[src/rtl/wb_mem_arbiter.sv]
// rtl/wb_mem_arbiter.sv - two-master Wishbone arbiter in front of one memory slave
// Alternating-priority grant, whole-cycle ownership, stalled-strobe timeout to bus error.
module wb_mem_arbiter #(
  parameter int AW      = 32,
  parameter int DW      = 32,
  parameter int TIMEOUT = 255,
  parameter int PRIO_D  = 1
) (
  input  logic            clock,
  input  logic            reset,
  input  logic            m0_cyc_i,
  input  logic            m0_stb_i,
  input  logic            m0_we_i,
  input  logic [AW-1:0]   m0_adr_i,
  input  logic [DW-1:0]   m0_dat_i,
  input  logic [DW/8-1:0] m0_sel_i,
  output logic [DW-1:0]   m0_dat_o,
  output logic            m0_ack_o,
  output logic            m0_err_o,
  input  logic            m1_cyc_i,
  input  logic            m1_stb_i,
  input  logic            m1_we_i,
  input  logic [AW-1:0]   m1_adr_i,
  input  logic [DW-1:0]   m1_dat_i,
  input  logic [DW/8-1:0] m1_sel_i,
  output logic [DW-1:0]   m1_dat_o,
  output logic            m1_ack_o,
  output logic            m1_err_o,
  output logic            s_cyc_o,
  output logic            s_stb_o,
  output logic            s_we_o,
  output logic [AW-1:0]   s_adr_o,
  output logic [DW-1:0]   s_dat_o,
  output logic [DW/8-1:0] s_sel_o,
  input  logic [DW-1:0]   s_dat_i,
  input  logic            s_ack_i,
  input  logic            s_err_i,
  output logic [1:0]      grant_o
);

  typedef enum logic [1:0] {IDLE, OWN0, OWN1} state_t;

  localparam logic [7:0] TMO_LIM = 8'(TIMEOUT);

  state_t     state_q, state_d;
  logic       last_q, last_d;
  logic [7:0] cnt_q, cnt_d;
  logic       own0, own1, tmo, err_eff, ack_eff;

  // Outputs are gated by reset so the bus is quiet even before the first edge.
  assign own0 = (state_q == OWN0) && !reset;
  assign own1 = (state_q == OWN1) && !reset;

  assign tmo     = (own0 || own1) && (cnt_q == TMO_LIM);
  assign err_eff = s_err_i || tmo;
  assign ack_eff = s_ack_i && !err_eff;

  always_comb begin
    state_d = state_q;
    last_d  = last_q;
    case (state_q)
      IDLE: begin
        if (m0_cyc_i && m1_cyc_i) state_d = last_q ? OWN0 : OWN1;
        else if (m0_cyc_i)        state_d = OWN0;
        else if (m1_cyc_i)        state_d = OWN1;
      end
      OWN0: begin
        if (!m0_cyc_i) begin
          state_d = IDLE;
          last_d  = 1'b0;
        end
      end
      OWN1: begin
        if (!m1_cyc_i) begin
          state_d = IDLE;
          last_d  = 1'b1;
        end
      end
      default: state_d = IDLE;
    endcase
  end

  always_comb begin
    cnt_d = cnt_q;
    if (!(own0 || own1) || s_ack_i || s_err_i || tmo) cnt_d = 8'd0;
    else if (s_stb_o)                                 cnt_d = cnt_q + 8'd1;
  end

  always_ff @(posedge clock) begin
    if (reset) begin
      state_q <= IDLE;
      last_q  <= (PRIO_D == 0);
      cnt_q   <= 8'd0;
    end else begin
      state_q <= state_d;
      last_q  <= last_d;
      cnt_q   <= cnt_d;
    end
  end

  assign grant_o = {own1, own0};

  assign s_cyc_o = (own0 && m0_cyc_i) || (own1 && m1_cyc_i);
  assign s_stb_o = (own0 && m0_stb_i) || (own1 && m1_stb_i);
  assign s_we_o  = (own0 && m0_we_i)  || (own1 && m1_we_i);
  assign s_adr_o = own0 ? m0_adr_i : (own1 ? m1_adr_i : '0);
  assign s_dat_o = own0 ? m0_dat_i : (own1 ? m1_dat_i : '0);
  assign s_sel_o = own0 ? m0_sel_i : (own1 ? m1_sel_i : '0);

  assign m0_dat_o = s_dat_i;
  assign m1_dat_o = s_dat_i;
  assign m0_ack_o = ack_eff && m0_stb_i && own0;
  assign m1_ack_o = ack_eff && m1_stb_i && own1;
  assign m0_err_o = err_eff && m0_stb_i && own0;
  assign m1_err_o = err_eff && m1_stb_i && own1;

endmodule

[config.mk]
export PLATFORM = sky130hd
export DESIGN_NAME = wb_mem_arbiter
export DESIGN_NICKNAME = d
export VERILOG_FILES = /design/src/rtl/wb_mem_arbiter.sv
export SDC_FILE = /design/constraint.sdc
export NUM_CORES = 1
export LEC_CHECK = 0
export BUFFER_PORTS_ARGS = -buffer_cell sky130_fd_sc_hd__buf_2
export CORE_AREA = 2 2 125 127
export DETAILED_ROUTE_END_ITERATION = 6
export DIE_AREA = 0 0 127 129
export SKIP_CTS_REPAIR_TIMING = 1
export SYNTH_ARGS = -nofsm -noshare
export SYNTH_HDL_FRONTEND = slang
export SYNTH_SLANG_ARGS = --single-unit
[constraint.sdc]
create_clock -name clock -period 1.5 [get_ports clock]
set_clock_uncertainty 0.05 [all_clocks]
set_input_delay 0.225 -clock clock [delete_from_list [all_inputs] [get_ports clock]]
set_output_delay 0.225 -clock clock [all_outputs]
set_load 0.005 [all_outputs]
==> results.py, run 1 <==
metrics = {
    "final_layout": {
        "antenna-diode-count": 0,
        "mostFrequentLayoutCells": "buf_2, a22o_1, buf_4",
        "n_fill_cell": 1650,
        "finalNetCount": 606,
        "final_common_cell": "buf_2",
        "layout-drive-gt1-share_pct": 71.8,
        "area_growth_pct": 84.9,
    },
    "logic_synthesis": {
        "syn-num-nets": 420,
        "ys_warn_count": 0,
        "synth_edf_count": 0,
        "synth_top_flop_cell": "dfxtp_1",
        "synthCells": 241,
        "synth-async-reset-ratio_pct": 0,
        "syn_area_per_cell_sq_um": 8.18,
        "synthDistinctLibCells": 34,
        "netlist_area_sq_um": 1970,
        "synth-seq-cells": 11,
        "yosysSeqAreaShare_pct": 11.2,
    },
    "grt": {
        "gr-usage-all-layers_pct": 11.8,
        "grt_pass1_wl_microns": 14200,
        "grt_overflow": 0,
        "grt_max_degree": 41,
        "antenna_found_initial": 0,
        "grt_pass1_vias": 2357,
    },
    "cts": {
        "cts_buffer_depth": 2,
        "htreeDepth": 1,
        "cts_sinks": 11,
        "cts-root-buf": "clkbuf_16",
        "path_clk_slew_ns": 0.04,
        "clk_latency_ns": 0.24,
        "cts_tree": "yes",
        "cts_buffers": 3,
    },
    "hold_path": {
        "hold_class": "input port to flip-flop",
    },
    "power_and_ir_drop": {
        "comb_power_share_pct": 46.0,
        "cellPowerDensity_nw_per_um2": 412,
        "p_leak_nw": 1.84,
        "seqPwrFrac_pct": 20.3,
        "switching_share_pct": 30.7,
        "p_clk_share_pct": 33.7,
        "power_switching_w": 0.000461,
        "peakVddDrop_v": 0.000366,
        "p_total_w": 0.00150,
        "p_int_w": 0.00104,
    },
    "sta": {
        "fmax_ghz": 0.564,
        "worst_slack_ns": -0.274,
        "layout_min_cycle_time_ns": 1.77,
        "hold_viol_final": 0,
        "setup_violations": 82,
        "period_share_pct": 118,
        "rsz0062_at_grt": "true",
        "tns_ns": -18.18,
        "final_max_slew_viol_count": 0,
        "tightestPinTransition_ns": 0.405,
        "relSlewSlack_pct": 72.3,
        "hold_ws_ns": 0.230,
    },
    "critical_path": {
        "cp.arrival_ns": 1.50,
        "critPathKind": "flip-flop to output port",
        "crit_fanout": 15,
        "required_ns": 1.22,
        "cp-start-kind": "flip-flop",
        "endpoint_kind": "output port",
    },
    "die": {
        "start_util_pct": 13.2,
        "die_h_microns": 129,
        "die_w_microns": 127,
        "rows": 45,
        "pin_count": 319,
        "fp.coreArea_sq_um": 15000,
        "die_area_sq_um": 16400,
    },
    "drt": {
        "vias": 2716,
        "drt-total-wl_microns": 12700,
        "detail-route-antenna-nets": 0,
        "drc": 0,
        "wl_per_cell_microns": 20.7,
        "vias_per_cell": 4.42,
        "drt-initial-drc-count": 101,
        "dr.pass1.iters": 4,
    },
    "outcome": {
        "outcome": "complete, but fails checks",
        "violations": "setup timing",
    },
    "placed_design": {
        "place_congestion": 0.843,
        "hpwl_microns": 9460,
        "numPortBuffers": 222,
    },
    "flow_run": {
        "cap_violations": 0,
    },
}
logic make-up (layout without fill, tap and decap cells):
kind of cell	after synthesis	in the layout	synth area share [%]
AOI/OAI and AO/OA	94	94	39.8
muxes	6	6	3.05
adders and majority gates	1	1	0.635
and+or+nand+nor	35	35	12.6
DFF	11	11	11.2
xor gates and xnor gates	2	2	0.889
buffers and inverters	92	277	31.8
flip-flops by register name (all words and copies together) (netlist names):
register	flops
cnt_q	8
last_q	1
state_q	2
synthesized netlist by cell type, types with 2 or more instances:
master | number | share of area (%)
o211ai_1 | 6 | 2.3
nand4bb_1 | 2 | 1.1
nor4b_1 | 8 | 3.6
nor3b_2 | 2 | 1.3
nand3_1 | 7 | 1.8
clkbuf_1 | 2 | 0.38
o21ba_2 | 2 | 1.0
nor2_1 | 2 | 0.38
a211oi_1 | 3 | 1.1
a21oi_1 | 7 | 1.8
nor2b_1 | 2 | 0.63
buf_4 | 67 | 26
inv_1 | 4 | 0.76
dfxtp_1 | 11 | 11
mux2i_1 | 6 | 3.0
or4_1 | 6 | 2.3
nand2_1 | 3 | 0.57
buf_2 | 17 | 4.3
a22o_1 | 69 | 31
worst max-delay path, cell delays in order (launching register included):
cell,delay [ns]
dfxtp_4,0.37
nor3b_4,0.22
buf_6,0.20
clkbuf_16,0.19
a22o_1,0.15
buf_2,0.12
power by group through the flow:
stage / sequential, W / combinational (W) / clock [W]
3_5_place_dp: 0.000313 / 0.000570 / 0
3_3_place_gp: 0.000312 / 0.000577 / 0
5_1_grt: 0.000305 / 0.000740 / 0.000538
6_report: 0.000305 / 0.000691 / 0.000506
2_1_floorplan: 0.000308 / 0.000339 / 0
4_1_cts: 0.000307 / 0.000574 / 0.000522
per-stage QoR:
stage / util (%) / setup WS (ns) / area (sq um) / instances
5_1_grt: 24.3 / -0.331 / 3640 / 614
2_1_floorplan: - / 0.0309 / 1970 / 241
4_1_cts: 20.2 / -0.513 / 3030 / 591
6_report: 24.3 / -0.274 / 3640 / 614
3_3_place_gp: 19.7 / -0.207 / 2950 / 587
3_5_place_dp: 19.7 / -0.240 / 2950 / 587
layout make-up:
type                            count  area (sq um)  share of cell area, %
Inverter                            4          15.0                  0.412
Clock buffer                        4          78.8                   2.16
Timing Repair Buffer              269          1740                   47.7
Tap cell                          188           235                   6.46
Multi-Input combinational cell    138          1340                   36.8
Sequential cell                    11           234                   6.42
path summary, 6_finish.rpt:
path / from / end / slack [ns] / cells after the start
max: state_q[0] / s_dat_o[27] / -0.27 / 5
max reg2reg: state_q[1] / cnt_q[4] / -0.14 / 7
min reg2reg: last_q / last_q / 0.47 / 2
min: m1_cyc_i / state_q[1] / 0.23 / 3
metal layers:
layer	up-vias	share of wire, %	track usage (%)	wire, microns
li1	1240	-	-	-
met1	1299	44	16.9	5640
met2	160	48	18.7	6110
met3	17	6.4	1.62	812
met4	0	1.0	2.71	132
met5	-	0	0	0
No activity file was read; power rests on OpenSTA's default activity.
==> run 2, diff against run 1 <==
--- a/config.mk
+++ b/config.mk
@@ -10,6 +10,7 @@
 export DETAILED_ROUTE_END_ITERATION = 6
 export DIE_AREA = 0 0 127 129
 export SKIP_CTS_REPAIR_TIMING = 1
+export SKIP_LAST_GASP = 1
 export SYNTH_ARGS = -nofsm -noshare
 export SYNTH_HDL_FRONTEND = slang
 export SYNTH_SLANG_ARGS = --single-unit
==> results.py, run 2 (synthesis gave the netlist of run 1 again) <==
metrics = {
    "die": {
        "die_w_microns": 127,
        "fp.coreArea_sq_um": 15000,
        "start_util_pct": 13.2,
        "pin_count": 319,
        "rows": 45,
        "die_area_sq_um": 16400,
        "die_h_microns": 129,
    },
    "sta": {
        "layout_min_cycle_time_ns": 1.77,
        "hold_ws_ns": 0.230,
        "final_max_slew_viol_count": 0,
        "fmax_ghz": 0.564,
        "relSlewSlack_pct": 72.3,
        "rsz0062_at_grt": "true",
        "period_share_pct": 118,
        "worst_slack_ns": -0.272,
        "tightestPinTransition_ns": 0.405,
        "hold_viol_final": 0,
        "setup_violations": 82,
    },
    "critical_path": {
        "crit_family": "buffers and inverters",
        "cp-start-kind": "flip-flop",
        "slowest_delay_ns": 0.36,
        "r2r-end": "cnt_q[4]",
        "endpoint_kind": "output port",
        "worstPathBufferInverterCount": 4,
        "r2r-start": "state_q[1]",
        "critPathKind": "flip-flop to output port",
        "cpMaxStageDelayCell": "dfxtp_4",
        "crit_chain": "nor3b_4 -> buf_6 -> buf_6 -> clkbuf_16 -> a22o_1 -> buf_2",
        "crit_fanout": 10,
        "r2r_setup_slack_ns": -0.15,
        "rr_worst_depth": 7,
        "crit_top_cell": "buf_6",
        "cp.arrival_ns": 1.50,
        "required_ns": 1.22,
    },
    "drt": {
        "drc": 0,
        "drt-initial-drc-count": 97,
        "wl_per_cell_microns": 20.7,
        "vias": 2726,
        "drt-total-wl_microns": 12700,
        "detail-route-antenna-nets": 0,
        "vias_per_cell": 4.44,
        "dr.pass1.iters": 4,
    },
    "final_layout": {
        "antenna-diode-count": 0,
        "multiInputGateArea_sq_um": 1340,
        "largest_reg_flops": 8,
        "mostFrequentLayoutCells": "buf_2, a22o_1, buf_4",
        "fin_util_pct": 24.0,
        "n_fill_cell": 1653,
        "reg_top3": "cnt_q: 8 flops, state_q: 2 flops, last_q: 1 flops",
        "final_common_cell": "buf_2",
        "top_register": "cnt_q",
        "finalNetCount": 606,
        "finalInstanceArea_sq_um": 3590,
        "final_cells": 614,
        "seq_area_sq_um": 234,
        "area_growth_pct": 82.3,
        "layout-drive-gt1-share_pct": 71.8,
    },
    "hold_path": {
        "holdPathStages": 3,
        "hold_class": "input port to flip-flop",
        "hold_start": "m1_cyc_i",
        "hold_end": "state_q[1]",
    },
    "grt": {
        "grt_pass1_wl_microns": 14200,
        "gr-usage-all-layers_pct": 11.8,
        "antenna_found_initial": 0,
        "grt_most_used_layer": "met2",
        "use_met3_pct": 1.62,
        "use_met2_pct": 18.7,
        "grt_pass1_vias": 2357,
        "grt_max_degree": 41,
        "grt_overflow": 0,
        "grt_use_met1_pct": 16.9,
    },
    "placed_design": {
        "dp.cells": 587,
        "numPortBuffers": 222,
        "dpl_cell_area_sq_um": 2950,
        "hpwl_microns": 9460,
        "place_congestion": 0.843,
    },
    "cts": {
        "clk_latency_ns": 0.24,
        "path_clk_slew_ns": 0.04,
        "cts_sinks": 11,
        "cts_buffer_depth": 2,
        "cts_tree": "yes",
        "cts-root-buf": "clkbuf_16",
        "cts_buffers": 3,
        "htreeDepth": 1,
    },
    "flow_run": {
        "cap_violations": 0,
    },
    "power_and_ir_drop": {
        "p_total_w": 0.00149,
        "p_leak_nw": 1.83,
        "cellPowerDensity_nw_per_um2": 414,
        "peakVddDrop_v": 0.000366,
    },
    "outcome": {
        "outcome": "complete, but fails checks",
        "violations": "setup timing",
    },
}
-- run 2: worst max-delay path by stage --
| stage | startpoint | endpoint | slack, ns | depth (start not counted) |
|---|---|---|---|---|
| 2_1_floorplan | cnt_q[0] | m0_ack_o | 0.03 | 4 |
| 4_1_cts | state_q[1] | s_sel_o[2] | -0.51 | 4 |
| 3_3_place_gp | state_q[1] | s_dat_o[8] | -0.21 | 4 |
| 5_1_grt | state_q[1] | s_adr_o[31] | -0.33 | 6 |
| 3_5_place_dp | state_q[1] | s_sel_o[2] | -0.24 | 4 |
| 6_report | state_q[1] | s_adr_o[9] | -0.27 | 6 |
-- run 2: stage by stage --
stage	setup slack, ns	TNS (ns)
finish	-0.272	-18.26
global route	-0.331	-23.49
CTS	-0.513	-26.52
detailed placement	-0.240	-6.19
global placement	-0.207	-3.64
floorplan	0.0309	0
-- run 2: layout make-up --
| cell class | instances | area share [%] |
|---|---|---|
| Timing Repair Buffer | 269 | 47.0 |
| Multi-Input combinational cell | 138 | 37.4 |
| Tap cell | 188 | 6.55 |
| Sequential cell | 11 | 6.51 |
| Clock buffer | 4 | 2.19 |
| Inverter | 4 | 0.418 |
-- run 2: report_power, final --
| part | internal, W | switching (W) | leakage (nW) |
|---|---|---|---|
| logic | 0.000375 | 0.000303 | 1.70 |
| clock network | 0.000358 | 0.000147 | 0.0382 |
| registers | 0.000297 | 0.00000836 | 0.0923 |
| total | 0.00103 | 0.000459 | 1.83 |
-- run 2: metal layers --
| metal | wire [microns] | vias up |
|---|---|---|
| met5 | 0 | - |
| met4 | 140 | 0 |
| met3 | 799 | 19 |
| met2 | 6080 | 163 |
| met1 | 5660 | 1306 |
| li1 | - | 1238 |
-- run 2: tightest hold or removal path: cells and delay by family --
kind	cells	cell delay, ns
buffers and inverters	2	0.18
AO/OA/AOI/OAI	1	0.06
